==> config.mk <==
export PLATFORM = sky130hd
export DESIGN_NAME = xor_parity_accum
export DESIGN_NICKNAME = d
export VERILOG_FILES = /design/src/rtl/xor_parity_accum.sv
export SDC_FILE = /design/constraint.sdc
export NUM_CORES = 1
export LEC_CHECK = 0
export CAP_MARGIN = 30
export CORE_AREA = 3 3 63 65
export CTS_BUF_LIST = sky130_fd_sc_hd__clkbuf_16
export DETAILED_ROUTE_END_ITERATION = 10
export DIE_AREA = 0 0 66 68
export DONT_BUFFER_PORTS = 1
export GPL_ROUTABILITY_DRIVEN = 0
export PLACE_DENSITY_LB_ADDON = 0.3
export SETUP_SLACK_MARGIN = 0.2
export SLEW_MARGIN = 20
export SYNTH_ARGS = -nofsm -noshare
export SYNTH_HDL_FRONTEND = slang
export SYNTH_SLANG_ARGS = --single-unit
==> constraint.sdc <==
create_clock -name clk -period 2.04 [get_ports clk]
set_clock_uncertainty 0.1 [all_clocks]
set_input_delay 0.102 -clock clk [delete_from_list [all_inputs] [get_ports clk]]
set_output_delay 0.102 -clock clk [all_outputs]
set_load 0.05 [all_outputs]
==> src/rtl/xor_parity_accum.sv <==
// Streaming XOR-reduction engine: folds a frame of words into column parity, reduction parity
// and a saturating word count. Define XORP_ODD_PARITY_EN for odd reduction parity (reset value 1).
module xor_parity_accum #(
  parameter int DATA_W = 8,
  parameter int CNT_W  = 8
) (
  input  logic              clk,
  input  logic              rst_n,
  input  logic              in_valid,
  output logic              in_ready,
  input  logic [DATA_W-1:0] in_data,
  input  logic              in_last,
  output logic              out_valid,
  input  logic              out_ready,
  output logic [DATA_W-1:0] out_parity_word,
  output logic              out_parity_bit,
  output logic [CNT_W-1:0]  out_count
);

`ifdef XORP_ODD_PARITY_EN
  localparam logic PARITY_SENSE = 1'b1;
`else
  localparam logic PARITY_SENSE = 1'b0;
`endif

  localparam logic [CNT_W-1:0] CNT_MAX = '1;

  function automatic logic [CNT_W-1:0] sat_inc(input logic [CNT_W-1:0] c);
    if (c == CNT_MAX) begin
      return CNT_MAX;
    end
    return c + 1'b1;
  endfunction

  function automatic logic reduce_parity(input logic [DATA_W-1:0] w);
    return (^w) ^ PARITY_SENSE;
  endfunction

  logic [DATA_W-1:0] acc_p0;
  logic [CNT_W-1:0]  cnt_p0;
  logic              vld_p1;
  logic [DATA_W-1:0] word_p1;
  logic              bit_p1;
  logic [CNT_W-1:0]  count_p1;

  logic              in_xfer;
  logic              out_xfer;
  logic              frame_done;
  logic [DATA_W-1:0] frame_word;
  logic [CNT_W-1:0]  frame_cnt;

  // The single output slot can refill in the same cycle it drains, so ready looks at out_ready.
  assign in_ready   = !vld_p1 || out_ready;
  assign in_xfer    = in_valid && in_ready;
  assign out_xfer   = vld_p1 && out_ready;
  assign frame_done = in_xfer && in_last;
  assign frame_word = acc_p0 ^ in_data;
  assign frame_cnt  = sat_inc(cnt_p0);

  // Stage p0: running accumulation of the open frame
  always_ff @(posedge clk or negedge rst_n) begin
    if (!rst_n) begin
      acc_p0 <= '0;
      cnt_p0 <= '0;
    end else if (in_xfer) begin
      if (in_last) begin
        acc_p0 <= '0;
        cnt_p0 <= '0;
      end else begin
        acc_p0 <= frame_word;
        cnt_p0 <= frame_cnt;
      end
    end
  end

  // Stage p1: held frame result
  always_ff @(posedge clk or negedge rst_n) begin
    if (!rst_n) begin
      vld_p1   <= 1'b0;
      word_p1  <= '0;
      bit_p1   <= PARITY_SENSE;
      count_p1 <= '0;
    end else if (frame_done) begin
      vld_p1   <= 1'b1;
      word_p1  <= frame_word;
      bit_p1   <= reduce_parity(frame_word);
      count_p1 <= frame_cnt;
    end else if (out_xfer) begin
      vld_p1 <= 1'b0;
    end
  end

  assign out_valid       = vld_p1;
  assign out_parity_word = word_p1;
  assign out_parity_bit  = bit_p1;
  assign out_count       = count_p1;

endmodule
# [After elaboration in Yosys (flattened, before gate mapping)]
# Cells that the tools add are included.
[totals] reg_bits=34 in_bits=13 elab_cells=23
[op_classes] n_addsub=1 eq_ne=1 n_mux=7 n_bitwise=1 n_reduce_logical=7
[op_table] operator="8-bit 2-to-1 mux" n=4
[op_table] operator="8-bit by 1-bit adder with 8-bit output (second input constant)" n=1
[op_table] operator="8-bit equality test (second input constant)" n=1
[op_table] operator="8-bit parity" n=1
[op_table] operator="8-bit XOR" n=1
[op_table] operator="1-bit logical AND" n=3
[op_table] operator="1-bit 2-to-1 mux" n=3
[op_table] operator="2-bit nonzero test" n=1
[op_table] operator="1-bit zero test" n=1
[op_table] operator="1-bit logical OR" n=1

# [Longest topological paths before layout]
[logic_depth] word_depth=5 ltp_mapped=7 depth_no_buf=5

# [Worst setup path after synthesis]
# OpenSTA, ideal clock, no wires.
[synth_timing] path_kind="register -> register" startpoint="register vld_p1, in the netlist out_valid" endpoint="register cnt_p0[6]" setup_ns=0.126 arrival_ns=1.894 t_required_ns=1.814 setup_slack_ns=-0.080 stages_incl_launch_ff=7 path_buffers=2 path_cell_list="dfrtp_1 > nand2b_1 > and2_1 > clkbuf_1 > buf_2 > a31oi_1 > a21oi_1"
[synth_between] elab_chain_cells=3
[synth_lines] element="from (decl)" line="41" source="logic vld_p1;"
[synth_lines] element="from (signal assigned)" line="79" source="vld_p1 <= 1'b0;"
[synth_lines] element="from (signal assigned)" line="84" source="vld_p1 <= 1'b1;"
[synth_lines] element="from (signal assigned)" line="89" source="vld_p1 <= 1'b0;"
[synth_lines] element="1-bit zero test" line="53" source="assign in_ready = !vld_p1 || out_ready;"
[synth_lines] element="1-bit logical OR" line="53"
[synth_lines] element="named net in_ready" line="10" source="output logic in_ready,"
[synth_lines] element="1-bit logical AND" line="54" source="assign in_xfer = in_valid && in_ready;"
[synth_lines] element="to (signal assigned)" line="71" source="cnt_p0 <= frame_cnt;"
[synth_lines] element="to (decl)" line="40" source="logic [CNT_W-1:0] cnt_p0;"
# The timed path passes the listed nets, and every way through them passes these cells.
# A chain may end at the register's enable or synchronous reset.

# [Final worst setup path]
[layout_timing] startpoint="input port in_data[3]" endpoint="register bit_p1, in the netlist out_parity_bit"
[layout_between] elab_chain_cells=2
[layout_lines] element="from (decl)" line="11" source="input logic [DATA_W-1:0] in_data,"
[layout_lines] element="8-bit XOR" line="57" source="assign frame_word = acc_p0 ^ in_data;"
[layout_lines] element="8-bit parity" line="36" source="return (^w) ^ PARITY_SENSE;"
[layout_lines] element="to (signal assigned)" line="86" source="bit_p1 <= reduce_parity(frame_word);"
[layout_lines] element="to (decl)" line="43" source="logic bit_p1;"
# No other way between the ends.

==> impl_metrics.json <==
{
  "netlist_top_cells_area": "sky130_fd_sc_hd__dfrtp_1 50%, sky130_fd_sc_hd__a21oi_1 7.0%, sky130_fd_sc_hd__xnor2_1 6.1%",
  "drt.antenna.violating_nets": 0,
  "synth_top_cells_by_count": "34 x sky130_fd_sc_hd__dfrtp_1, 24 x sky130_fd_sc_hd__a21oi_1, 22 x sky130_fd_sc_hd__nor2_1",
  "rows": 21,
  "worst_path_max_delay_cell": "sky130_fd_sc_hd__dlygate4sd3_1",
  "timing_hold_violations_final": 0,
  "wirelength_mm": 3.42,
  "area.growth.synth_to_final_pct": 18.9,
  "initial_core_utilization_pct": 50.7,
  "core_area_sq_um": 3390,
  "setup_ws_ns": 0.294,
  "final_core_utilization_pct": 60.2,
  "post_synth_instance_area_sq_um": 1720,
  "grt_setup_unrepaired": "true",
  "power_leakage_nw": 0.884,
  "grt_first_pass_wirelength_mm": 5.69,
  "drc_errors": 0,
  "worst_hold_slack_ns": 0.00263,
  "asyncSetResetFlopFracSynth_pct": 100,
  "synth-warning-count": 0,
  "critical_path_arrival_ns": 1.80,
  "critical_path.max_fanout": 2,
  "holdPathStages": 2,
  "setup-tns-final_ns": 0,
  "hpwlAfterDp_mm": 2.30,
  "grt_use_total_pct": 17.1,
  "ioPinCount": 32,
  "number_of_antenna_violations_at_the_first_check_in_global_routing": 0,
  "route.met2.wl_mm": 1.66,
  "vias_in_the_first_global_route": 1250,
  "ys_seq_area_share_pct": 49.5,
  "floorplan.die.height_um": 68,
  "crit_path_cell_trace": "dlygate4sd3_1 -> xnor2_1 -> xnor2_1 -> xnor2_1 -> xnor3_1 -> mux2_4",
  "yosys_register_bits": 34,
  "clock_latency_ns": 0.27,
  "avgSynthCellArea_sq_um": 9.44,
  "r2r_cell_count": 5,
  "min-delay-path-class": "input pin to flip-flop",
  "antenna_cells_inserted": 0,
  "routed_wire_length_per_instance_um": 14.3,
  "maximum_single_stage_delay_on_the_critical_path_ns": 0.57,
  "die_x_um": 66,
  "wl_met1_mm": 1.55,
  "cts_made_buffers": 5,
  "nFillCells": 283,
  "clkSlewWorstSetupHoldPaths_ns": 0.05,
  "critical_path.startpoint_type": "input pin",
  "vias_per_cell": 5.43,
  "timing_max_transition_violations_final": 0,
  "outcome": "finished, final reports clean",
  "drive_above_1_share_pct": 13.0,
  "synthMostInstantiatedCell": "sky130_fd_sc_hd__dfrtp_1",
  "finalNetCount": 206,
  "worst-endpoint-required_ns": 2.09,
  "met3_routed_length_um": 168,
  "maxSlewHeadroom_pct": 57.8,
  "fin_cells": 239,
  "fmax_mhz": 573,
  "grt_max_degree": 35,
  "worstSetupPathType": "input pin to flip-flop",
  "power.ir.vdd_worst_uv": 514,
  "place_ws_ns": 0.133,
  "cts_tree": "built",
  "synth_top_cell_by_area": "sky130_fd_sc_hd__dfrtp_1",
  "clock_tree.buffer_depth": 2,
  "overflow": 0,
  "top_signal_layer_used": "met4",
  "tritoncts_num_sinks": 34,
  "synthCells": 182,
  "dp_cells": 220,
  "num_vias": 1297,
  "setup_repair_bufs_after_cts": 0,
  "cap_violations": 0,
  "numPortBuffers": 0,
  "detailedRoute.firstIterationViolations": 51,
  "power-per-cell-area_nw_per_um2": 1120,
  "synth_largest_type_area_fraction_pct": 49.5,
  "edff_count_synth": 0,
  "post_synth_num_cell_types": 35,
  "cts-htree-levels": 2,
  "die_area_sq_um": 4490,
  "post-route-min-period_ns": 1.75,
  "synth_nets": 196,
  "yosys_most_used_dff": "sky130_fd_sc_hd__dfrtp_1",
  "path_common_cell": "sky130_fd_sc_hd__xnor2_1",
  "setup_violations": 0,
  "tightest_slew_ns": 0.631,
  "min_period_over_period_pct": 85.6,
  "cts_root_buffer": "sky130_fd_sc_hd__clkbuf_16",
  "setup.worst_path.end_class": "flip-flop",
  "dr.pass1.iters": 4
}
routing by layer:
metal	up-vias	track usage [%]
li1	645	-
met3	4	6.08
met4	0	7.11
met5	-	0
met2	28	28.5
met1	620	20.1
registers in the layout, summed over array words and instances, names as in the netlist:
register         flops
acc_p0               8
cnt_p0               8
out_parity_word      8
out_count            8
out_valid            1
out_parity_bit       1
final cells by class:
| class | count | area (sq um) | area share, % |
|---|---|---|---|
| Clock inverter | 3 | 12.5 | 0.613 |
| Tap cell | 46 | 57.6 | 2.82 |
| Multi-Input combinational cell | 134 | 833 | 40.8 |
| Clock buffer | 5 | 125 | 6.13 |
| Sequential cell | 34 | 852 | 41.7 |
| Timing Repair Buffer | 16 | 158 | 7.72 |
| Inverter | 1 | 3.75 | 0.184 |
worst paths after layout:
path	slack, ns	endpoint	from
setup / recovery	0.29	out_parity_bit	in_data[3]
hold / removal	0.003	out_parity_word[6]	in_data[6]
setup reg to reg	0.29	out_parity_bit	acc_p0[3]
hold reg to reg	0.39	acc_p0[4]	acc_p0[4]
max in group asynchronous	1.48	out_valid	rst_n
min in group asynchronous	0.18	cnt_p0[2]	rst_n
critical path, delay by kind of cell:
kind	cells	cell delay, ns
buf+inv	1	0.57
xor+xnor	4	0.86
mux	1	0.27
report_power, final:
group / internal [mW] / switching, mW
logic: 0.238 / 0.212
registers: 0.786 / 0.358
clock network: 0.440 / 0.254
cells by family (layout without fill, tap and decap cells):
family,after synthesis,after routing,synth area share (%)
XOR/XNOR,14,14,7.94
AO/OA/AOI/OAI,53,53,18.1
AND/OR/NAND/NOR,65,65,19.1
flip-flops,34,34,49.5
multiplexers,1,1,0.874
adder cells (fa/ha/maj),1,1,0.728
buffers and inverters,14,25,3.71
through the flow:
| step | total power, mW | instance area, sq um |
|---|---|---|
| after floorplan | 1.47 | 1720 |
| after global placement | 1.53 | 1760 |
| after detailed placement | 1.55 | 1760 |
| after CTS | 2.30 | 2020 |
| after global routing | 2.41 | 2040 |
| final | 2.29 | 2040 |
layout by cell type (no fill, tap or decap), types with 3 or more instances in the layout:
cell / netlist / routed
sky130_fd_sc_hd__nor2_1: 22 / 20
sky130_fd_sc_hd__dlygate4sd3_1: 0 / 10
sky130_fd_sc_hd__buf_4: 0 / 5
sky130_fd_sc_hd__nand3_1: 3 / 3
sky130_fd_sc_hd__and3_1: 3 / 3
sky130_fd_sc_hd__o21ai_0: 9 / 9
sky130_fd_sc_hd__nand2_1: 14 / 14
sky130_fd_sc_hd__xnor2_1: 12 / 11
sky130_fd_sc_hd__clkbuf_16: 0 / 5
sky130_fd_sc_hd__a21oi_1: 24 / 24
sky130_fd_sc_hd__nor2b_1: 11 / 11
sky130_fd_sc_hd__o31ai_1: 3 / 3
sky130_fd_sc_hd__a31oi_1: 8 / 8
sky130_fd_sc_hd__dfrtp_1: 34 / 33
repair_timing:
action / 4_1_cts / 5_1_grt
hold buffers: 11 / 0
endpoints found under the setup margin: 5 / 6
endpoints found under the hold margin: 55 / 0
pin swaps: 0 / 0
resized for setup: 2 / 4
gates cloned: 0 / 0
No activity file was read; power rests on OpenSTA's default activity.
